--- src/rtl/fsm_1.sv ---
// Moore detector for the serial pattern 1-0-1-1 (first bit first), with optional overlap.
// Define FSM_1_STATE_OUT_EN to expose the state and next_state debug ports.
module fsm_1 #(
    parameter bit OVERLAP = 1'b1
) (
    input  logic       clk,
    input  logic       rst,
    input  logic       x,
`ifdef FSM_1_STATE_OUT_EN
    output logic [2:0] state,
    output logic [2:0] next_state,
`endif
    output logic       y
);

    typedef enum logic [2:0] {
        S0 = 3'b000,
        S1 = 3'b001,
        S2 = 3'b010,
        S3 = 3'b011,
        S4 = 3'b100
    } state_t;

    state_t state_q, state_d;

    always_comb begin
        state_d = S0;
        case (state_q)
            S0:      state_d = x ? S1 : S0;
            S1:      state_d = x ? S1 : S2;
            S2:      state_d = x ? S3 : S0;
            S3:      state_d = x ? S4 : S2;
            // A trailing "10" after a match is a prefix of the next one only when overlapping.
            S4:      state_d = x ? S1 : (OVERLAP ? S2 : S0);
            default: state_d = S0;
        endcase
    end

    always_ff @(posedge clk) begin
        if (!rst) state_q <= S0;
        else      state_q <= state_d;
    end

    assign y = (state_q == S4);

`ifdef FSM_1_STATE_OUT_EN
    assign state      = state_q;
    assign next_state = state_d;
`endif

endmodule

--- config.mk ---
export PLATFORM = sky130hd
export DESIGN_NAME = fsm_1
export DESIGN_NICKNAME = d
export VERILOG_FILES = /design/src/rtl/fsm_1.sv
export SDC_FILE = /design/constraint.sdc
export NUM_CORES = 1
export LEC_CHECK = 0
export CAP_MARGIN = 10
export CORE_AREA = 2 2 39 41
export DETAILED_ROUTE_END_ITERATION = 16
export DIE_AREA = 0 0 41 43
export GPL_ROUTABILITY_DRIVEN = 0
export PLACE_DENSITY = 0.33
export SLEW_MARGIN = 20
export SYNTH_ARGS = -nofsm -noshare
export SYNTH_HDL_FRONTEND = slang
export SYNTH_SLANG_ARGS = --single-unit
--- constraint.sdc ---
create_clock -name clk -period 1 [get_ports clk]
set_input_delay 0.1 -clock clk [delete_from_list [all_inputs] [get_ports clk]]
set_output_delay 0.1 -clock clk [all_outputs]
set_load 0.1 [all_outputs]
* Yosys cells after proc, flatten, opt, wreduce, memory -nomap -nowiden
Index checks and enable logic that the tools add are counted.
W data, S select, Z words.
** Word-level totals
- Bits in registers :: 3
- Output and inout bits :: 1
** Operators by class
- Equality and inequality tests :: 4
- Multiplexer cells :: 5
- Reductions and logical operators :: 2
** Operators with widths (count)
- $pmux W3 S4 :: 1
- $eq A3 B2 Y1 const B :: 2
- $mux W2 :: 2
- $eq A3 B1 Y1 const B :: 1
- $eq A3 B3 Y1 const B :: 1
- $logic_not A3 Y1 :: 1
- $mux W3 :: 1
- $reduce_or A2 Y1 :: 1
- $mux W1 :: 1

* Logic depth before layout (Yosys ltp)
- Word-level depth :: 3
- Mapped depth :: 2
- Depth with buffers taken out :: 2

* Least setup slack after synthesis
OpenSTA, ideal clock, no wires.
- Path kind :: flip-flop to output port
- From :: register state_q[2]
- To :: output y
- Arrival :: 2605 ps
- Path slack :: -1705 ps
- Stages on the path, launching flop included :: 2
- Path buffers :: 0
- Path through :: dfxtp_1 nor3b_1
** Between the ends
- Cells in the longest elaborated chain, start to end :: 1
** RTL lines
- start: declaration :: RTL line 24 : state_t state_q, state_d;
- start signal: assignment :: RTL line 41 : else state_q <= state_d;
- $eq A3 B3 Y1 :: RTL line 44 : assign y = (state_q == S4);
- end: declaration :: RTL line 13 : output logic y
No other way between the ends.

* Worst setup path in the final report
- From :: register state_q[0]
- To :: output y
The elaborated chain is that of the path after synthesis.

==> flow_summary_export.csv <==
group,metric,value,unit
sta,finClkSkew,0.00173,ns
synth,avgSynthCellArea,9.91,µm²
power_and_ir_drop,vdd_drop_max,522,µV
job,maxCapViolCount,0,
cts,clkLatencyLatePin,0.23,ns
power_and_ir_drop,power.share.switching,20.8,%
global_routing,use_met3,5.24,%
synth,syn_inst,13,
die,placementRows,14,
synth,async_flop_share,0,%
sta,finalHoldViolations,0,
finish,largest_reg_flops,3,
sta,slew_viol_final,0,
global_routing,grt.total_usage,5.61,%
cts,clock_path_buffers,2,
synth,synth_nets,16,
sta,relSlewSlack,79.8,%
sta,setup_viol,3,
routing,drtIter0Drc,2,
routing,drt-total-wl,337,µm
placed_design,port-buffer-count,3,
power_and_ir_drop,power.total,362,µW
global_routing,use_met2,6.88,%
placed_design,placed_cells,32,
finish,top_register,"state_q",
finish,instances_no_fill,38,
finish,utilization,18.5,%
synth,synth-seq-cells,3,
synth,synthFlopType,"dfxtp_1",
finish,reg_top3,"state_q (3)",
synth,yosys-top-cells-count,"3 x dfxtp_1, 2 x nand2_1, 2 x nor3b_1",
routing,routedWlPerCell,8.87,µm
finish,nets,26,
power_and_ir_drop,p_int,286,µW
setup_path,critical_path_buf_inv_count,1,
finish,regArea,68.8,µm²
sta,fin_crit,1.09,ns
die,start_util,9.31,%
sta,fmax,0.916,GHz
sta,finalCritPeriodShare,109,%
power_and_ir_drop,pwr-share-comb,7.4,%
sta,setup_slack,-0.0922,ns
power_and_ir_drop,p_clk_share,57.6,%
synth,synthDistinctLibCells,9,
global_routing,grt_max_degree,6,
setup_path,crit_chain,"nor3b_4, buf_12",
power_and_ir_drop,p_leak,0.0000881,µW
setup_path,end_kind,"output port",
global_routing,overflow,0,
cts,cts_sinks,3,
synth,yosys-top-cells-area,"dfxtp_1 47%, nor3b_1 12%, maj3_1 7.8%, nor4bb_1 7.8%, nor4b_1 6.8%",
cts,cts.clk_slew.worst_paths,0.04,ns
routing,dr.pass1.iters,2,
cts,ctsRootBufferMaster,"clkbuf_4",
die,dieArea,0.00176,mm²
finish,drive_gt1_share,50.0,%
routing,drc,0,
global_routing,grt_use_met1,4.79,%
power_and_ir_drop,p_sw,75.4,µW
global_routing,grt_pass1_vias,146,
setup_path,max_stage_delay,0.34,ns
routing,avgViaCountPerCell,3.63,
setup_path,path_class,"reg2out",
cts,cts-buffers-inserted,3,
global_routing,grt_first_pass_wirelength,565,µm
finish,nFillCells,157,
synth,yosysSeqAreaShare,46.6,%
global_routing,top_usage_layer,"met2",
die,core,0.00138,mm²
routing,vias,138,
setup_path,cp_data_required_time,0.90,ns
die,ios,4,
global_routing,antenna_found_initial,0,
synth,synth_edf_count,0,
die,die_h,43,µm
sta,rsz0062_at_grt,"true",
sta,worst_pin_slew,0.299,ns
finish,multiInputGateArea,86.3,µm²
synth,yosys_warnings,0,
power_and_ir_drop,sequentialPowerShare,35.0,%
setup_path,cp_top_family,"flip-flops",
hold_path,worstHoldPathType,"in2reg",
sta,timing.hold.ws,0.453,ns
synth,synth_top_area_share,46.6,%
finish,area_growth_syn_to_layout,99.0,%
setup_path,crit_slowest_cell,"dfxtp_4",
synth,yosysMostFrequentCell,"dfxtp_1",
setup_path,cp-start-kind,"flop",
status,violations,"negative setup slack",
finish,antennaDiodeCount,0,
power_and_ir_drop,powerDensity,1410,mW/mm²
synth,synth_top_area_cell,"dfxtp_1",
routing,drtAntennaViolNets,0,
setup_path,worstPathArrival,0.99,ns
die,die_x,41,µm
setup_path,worstPathMaxFanout,2,
cts,cts_max_level,1,
status,status,"finished, violations left",
synth,netlist_area,129,µm²
cts,tritoncts,"built",
==> timing repair <==
action	4_1_cts	5_1_grt
gates cloned	0	0
hold buffers	0	0
endpoints found under the hold margin	0	0
buffers inserted	2	0
resized for setup	4	0
setup endpoints to repair	1	3
pin swaps	2	0
==> cells by family (layout without fill, tap and decap cells) <==
| family | count (synthesis) | count (layout) | share of synthesized area [%] |
|---|---|---|---|
| flip-flops | 3 | 3 | 46.6 |
| adder cells (fa/ha/maj) | 1 | 1 | 7.77 |
| buffers and inverters | 0 | 9 | 0 |
| AO/OA/AOI/OAI | 1 | 1 | 6.80 |
| AND/OR/NAND/NOR | 8 | 8 | 38.8 |
==> per-stage QoR <==
step	worst slack, ns	instance area (µm²)	TNS (ns)
2_1_floorplan	-0.292	143	-0.292
3_5_place_dp	-0.149	203	-0.149
5_1_grt	-0.151	256	-0.298
4_1_cts	-0.108	256	-0.136
3_3_place_gp	-0.120	203	-0.120
6_report	-0.0922	256	-0.172
==> worst reg2reg max path, cell delays in order, from the launching register on <==
cell      delay (ns)
dfxtp_4         0.34
buf_4           0.15
nor4bb_1        0.33
o31a_1          0.18
==> power by group through the flow <==
stage | clock (µW) | combinational, µW | sequential [µW]
after floorplan | 0 | 8.33 | 132
after global placement | 0 | 19.5 | 134
after detailed placement | 0 | 19.5 | 134
after CTS | 223 | 26.3 | 126
after global routing | 238 | 28.5 | 127
final | 208 | 26.8 | 127
==> final timing paths <==
| path | slack [ns] | to | from | depth (start not counted) |
|---|---|---|---|---|
| max | -0.09 | y | state_q[0] | 2 |
| min reg2reg | 0.49 | state_q[2] | state_q[1] | 2 |
| min | 0.45 | state_q[1] | rst | 2 |
| max reg2reg | -0.07 | state_q[1] | state_q[0] | 3 |
==> final cells by class <==
cell class                 instances  share of cell area [%]
clock buffer                       4                    10.2
multi-input combinational         10                    33.7
sequential                         3                    26.8
tap                               16                    7.80
timing repair buffer               5                    21.5
==> layout by cell type, fill, tap and decap left out <==
cell type,count
nor3_1,1
nor4bb_1,1
buf_12,1
nor3b_1,1
clkbuf_4,3
dfxtp_4,2
maj3_1,1
o31a_1,1
nor2_1,1
nand2_1,2
nor4b_2,1
clkbuf_1,1
nor3b_4,1
buf_4,2
dfxtp_2,1
clkdlybuf4s50_1,2
==> layer usage <==
layer / part of all wire [%] / up-vias
li1: - / 69
met1: 42 / 65
met2: 47 / 4
met3: 11 / 0
met4: 0 / 0
met5: 0 / -
(Power assumes the default switching activity.)
